===== src/rtl/fpga_top.sv =====
// fpga_top: 8-bit accumulator processor running from an internal 16-entry ROM, driving the LEDs.
module fpga_top #(
    parameter logic [127:0] ROM_INIT = 128'h0000_0000_0000_0000_0000_0000_8121_7010,
    parameter int           STEP_DIV = 1
) (
    input  logic       clk,
    input  logic       rst_pin,
    output logic [7:0] led
);
    localparam int SW = STEP_DIV > 1 ? $clog2(STEP_DIV) : 1;
    logic [3:0]    pc;
    logic [7:0]    acc;
    logic [7:0]    acc_nx;
    logic          halt;
    logic [SW-1:0] cnt;
    logic          step;
    logic [7:0]    ins;
    logic [3:0]    op;
    logic [3:0]    imm;
    logic          jump;
    assign step = cnt == SW'(STEP_DIV - 1);
    assign ins  = ROM_INIT[{pc, 3'b000} +: 8];
    assign op   = ins[7:4];
    assign imm  = ins[3:0];
    // conditional jumps look at the accumulator as it stands before this edge
    assign jump = op == 4'h8 || (op == 4'h9 && acc != 8'h00) || (op == 4'hA && acc == 8'h00);
    always_comb begin
        acc_nx = acc;
        case (op)
            4'h1: acc_nx = {4'b0, imm};
            4'h2: acc_nx = acc + {4'b0, imm};
            4'h3: acc_nx = acc - {4'b0, imm};
            4'h4: acc_nx = acc ^ {4'b0, imm};
            4'h5: acc_nx = {acc[6:0], 1'b0};
            4'h6: acc_nx = {1'b0, acc[7:1]};
            default: acc_nx = acc;
        endcase
    end
    always_ff @(posedge clk or negedge rst_pin) begin
        if (!rst_pin) begin
            pc   <= '0;
            acc  <= '0;
            led  <= '0;
            halt <= 1'b0;
            cnt  <= '0;
        end else begin
            cnt <= step ? '0 : cnt + 1'b1;
            if (step && !halt) begin
                acc  <= acc_nx;
                led  <= op == 4'h7 ? acc : led;
                halt <= op == 4'hB;
                pc   <= jump ? imm : op == 4'hB ? pc : pc + 4'd1;
            end
        end
    end
endmodule


===== config.mk =====
export PLATFORM = sky130hd
export DESIGN_NAME = fpga_top
export DESIGN_NICKNAME = d
export VERILOG_FILES = /design/src/rtl/fpga_top.sv
export SDC_FILE = /design/constraint.sdc
export NUM_CORES = 1
export LEC_CHECK = 0
export ABC_AREA = 1
export CORE_AREA = 2 2 59 61
export DETAILED_ROUTE_END_ITERATION = 10
export DIE_AREA = 0 0 61 63
export PLACE_DENSITY_LB_ADDON = 0.05
export SETUP_SLACK_MARGIN = 0.3
export SLEW_MARGIN = 20
export SYNTH_ARGS = -nofsm -noshare
export SYNTH_HDL_FRONTEND = slang
export SYNTH_SLANG_ARGS = --single-unit

===== constraint.sdc =====
create_clock -name clk -period 2 [get_ports clk]
set_clock_uncertainty 0.15 [all_clocks]
set_input_delay 0.2 -clock clk [delete_from_list [all_inputs] [get_ports clk]]
set_output_delay 0.2 -clock clk [all_outputs]
set_load 0.03 [all_outputs]

Word level (Yosys, flattened, before mapping)
Cells that the tools add are included.

Bits in registers: 22. Output and inout port bits: 8. Logic and storage cells: 40.

$add $sub $neg: 4. Equality and inequality tests: 12. Shift operators: 1. Muxes and demuxes: 4. Bitwise operators: 2. Reduce and logical (&&, ||, !) cells: 12.

Operator list (number): $shiftx 128x8->8 const A (1); $pmux 8 s6 (1); $eq 4x3->1 const B (4); $eq 4x4->1 const B (4); $add 8x4->8 (1); $eq 4x2->1 const B (2); $logic_not 8->1 (1); $mux 4 (2); $reduce_bool 8->1 (1); $sub 8x4->8 (1); $xor 8x4->8 (1); $reduce_and 2->1 (3); $reduce_bool 6->1 (1); $add 4x1->4 const B (1); $eq 4x1->1 const B (1); $logic_and 1x1->1 (3); $logic_or 1x1->1 (2); $ne 2x2->1 const B (1); $add 1x1->1 const B (1); $logic_not 1->1 (1); $mux 1 (1); $not 1->1 (1).

Depth between registers and ports, before layout
Depth in word-level cells: 7. Depth in mapped cells: 14.

Least setup slack after synthesis
No wires, ideal clock.

Path type: register to register. From: register pc[2]. To: register acc[2]. Setup time: 121 ps. Arrival time: 1781 ps. Data required time: 1729 ps. Path slack: -52 ps. Stages on the path, launching flop included: 12. Path buffers: 0. Path through: dfrtp_1 -> nor2_4 -> nand2_1 -> inv_1 -> ha_1 -> fa_1 -> inv_1 -> or2_2 -> nand3_1 -> nand2_1 -> nor2_1 -> o21ai_1.

Word-level cells in the longest chain between the ends: 4. Elaborated cells on any way between the ends: 13. Classes of those cells: 2 x add/sub; 6 x eq/ne; 1 x shift; 1 x mux; 1 x bitwise; 2 x reduce/logical.

RTL lines: from (decl) (line 11) `logic [3:0] pc;`; from (signal assigned) (line 52) `pc <= jump ? imm : op == 4'hB ? pc : pc + 4'd1;`; $shiftx 128x8->8 (*) (line 22) `assign ins = ROM_INIT[{pc, 3'b000} +: 8];`; parallel branches: the longest is 3 deep, another holds $sub 8x4->8; to (signal assigned) (line 49) `acc <= acc_nx;`; to (decl) (line 12) `logic [7:0] acc;`.

Every way passes the cells marked *. A chain may end at the register's enable or synchronous reset.

Worst setup path in the final report
From: register pc[3]. To: register acc[7].

Same word-level chain as after synthesis.

==> reports/summary.txt <==
VDD IR max - 0.0003673 V
CP Capture Type - flop
Via density per instance - 5.209
Req. time, crit path - 2.07 ns
Filler Cells Inserted - 266
Met1 Use GR - 34.16%
Layer with the highest usage - met2
Final Cell Area - 2354 µm²
Post-Syn Area - 1650 µm²
Syn nets - 257
Static Leak - 1.199 nW
Via Count - 1698
DRC marker count from the first detailed-route iteration - 92
Met3 Track Usage GR - 3.313%
Die Y - 63 µm
All-layer global routing usage - 25.68%
Unrepaired setup endpoints after global routing - true
R2R Setup Slk - 0.06 ns
CTS sink cnt - 21
Pre-antenna DRT Iters - 4
PwrDens - 275.3 nW/µm²
Syn Area/Cell - 6.764 µm²
Final Cycle Share - 97.14%
FF+latch count, synth - 21
CTS Hold Bufs - 0
Total die area - 3843 µm²
Asr flop ratio synth - 100.0%
Hold Crit Class - input pin to async pin
Yosys warns - 0
CTS tree - done
Area Overhead vs Synth - 42.61%
I/O Pins - 10
Number of global-route vias before repair - 1596
Number of synthesized flops with an enable pin - 0
Fmax achieved - 514.7 MHz
Sequential element share of the synthesized area - 31.84%
DRT antenna net count - 0
Worst Tran Pin Value - 0.3887 ns
WL/cell - 14.02 µm
Largest net degree at the start of global routing - 22
PnR worst setup slack - 0.05729 ns
Final Hold Vio Count - 0
Grt total ovfl - 0
Clock Path Buffers - 2
Launching point of the worst reg2reg path - pc[3]
Clock latency on the worst-skew pair - 0.32 ns
Layout Utilization - 72.82%
Drt total wl - 4572 µm
CTS root buf - clkbuf_4
First-pass GRT wire length - 7396 µm
DP Worst Slack - 0.04420 ns
Initial core utilization - 51.06%
Endpoints failing setup - 0
ANT cells - 0
Placed cell areas - 1963 µm²
Commonest cells after routing, fill and taps aside - nand2_1 (74), inv_1 (26), dfrtp_1 (19)
Min Clock Period, post-route - 1.943 ns
Worst-path maximum fanout - 5
WP data arrival - 2.01 ns
Number of max-cap violations - 0
Inst Count DP - 308
R2r worst-path depth - 13
Most common cell after layout, fill and taps aside - nand2_1
Initial antenna violation count - 0
Final TNS setup - 0 ns
Die width - 61 µm
Residual DRC - 0
Final Max Slew Viols - 0
Num rows - 21
Met2 Use GR - 42.74%
Post-synthesis cell type count - 26
Ys flop type - dfrtp_1
Cell Count, Final, Fillers Out - 326
Half-perimeter wire length after placement - 2996 µm
Worst reg2reg path endpoint - acc[7]
Placer Congestion - 0.8713
H-tree depth reported by CTS - 1
Placeable core area - 3232 µm²
Fraction of layout cells with a size suffix above 1 - 34.64%
Layout Nets - 294
WHS - 0.06050 ns
CP startpoint kind - flop
# port buffers - 9
Cell count after synthesis - 244
Status - complete, no violations
Slew HR - 74.06%
CTS buffer count - 3
Total power - 648.0 µW
Clock Pin Slew Worst Setup and Hold Paths - 0.12 ns
Critical path class - flop to flop
-- report_power, final --
part / internal, mW / leakage [nW] / switching (mW) / total (mW)
clock network: 0.0749 / 0.0177 / 0.137 / 0.212
logic: 0.00299 / 0.917 / 0.00832 / 0.0113
registers: 0.424 / 0.264 / 0 / 0.424
total: 0.502 / 1.20 / 0.146 / 0.648
-- layout make-up --
cell class	instances	area [µm²]	share of cell area, %
Clock inverter	1	5.005	0.2127
Tap cell	46	57.56	2.446
Inverter	39	166.4	7.071
Multi-Input combinational cell	186	1285	54.60
Sequential cell	21	528.0	22.43
Timing Repair Buffer	30	289.0	12.28
Clock buffer	3	22.52	0.9569
-- worst max path at each step --
stage | from | slack, ns | cells after the start | end
6_report | pc[3] | 0.06 | 13 | acc[7]
5_1_grt | pc[3] | -0.07 | 12 | acc[7]
4_1_cts | pc[2] | 0.05 | 11 | acc[2]
3_5_place_dp | pc[1] | 0.04 | 12 | acc[4]
3_3_place_gp | pc[1] | 0.06 | 12 | acc[4]
2_1_floorplan | pc[3] | 0.06 | 11 | acc[7]
-- synthesized netlist by cell type, types with 2 or more instances --
cell	number	area, µm²
inv_2	5	18.77
inv_1	34	127.6
nand3_1	20	100.1
nand4_1	3	18.77
nand3b_1	3	22.52
nand2_4	2	22.52
o21ai_1	11	55.05
nor2_4	2	22.52
ha_1	10	125.1
dfrtp_1	21	525.5
o21ai_0	8	40.04
a21oi_1	6	30.03
nand2_1	88	330.3
nor2_2	4	25.02
nor2_1	16	60.06
-- repair_timing --
item	CTS	global route
cloned	3	0
resized for setup	29	37
setup endpoints to repair	24	25
buffers inserted	8	3
pin swaps	14	18
-- metal layers --
metal	vias to the layer above	part of all wire, %
met1	798	42
li1	848	-
met5	-	0
met2	40	51
met3	12	4.0
met4	0	2.6
-- state kept, by name, indices dropped and copies added, names as in the netlist --
register  flops
acc           8
led           8
pc            4
halt          1
-- logic make-up (layout without fill, tap and decap cells) --
group	Yosys count	after routing	share of synthesized area [%]
simple gates	143	146	40.18
buf+inv	40	73	9.173
compound gates	28	28	9.477
flops	21	21	31.84
fa+ha+maj	11	11	8.795
xor+xnor	1	1	0.5308
-- worst max-delay path, cell delays in order, from the launching register on --
cell	delay (ns)
dfrtp_1	0.43
nor2_4	0.18
nand2_4	0.10
buf_12	0.15
ha_4	0.29
nand2_2	0.06
nor2_1	0.10
nand2_1	0.07
nand2_1	0.06
nand2_1	0.04
nand3_1	0.06
nand2_1	0.05
nand2_1	0.06
nand2_1	0.05
No activity file was read; power rests on OpenSTA's default activity.
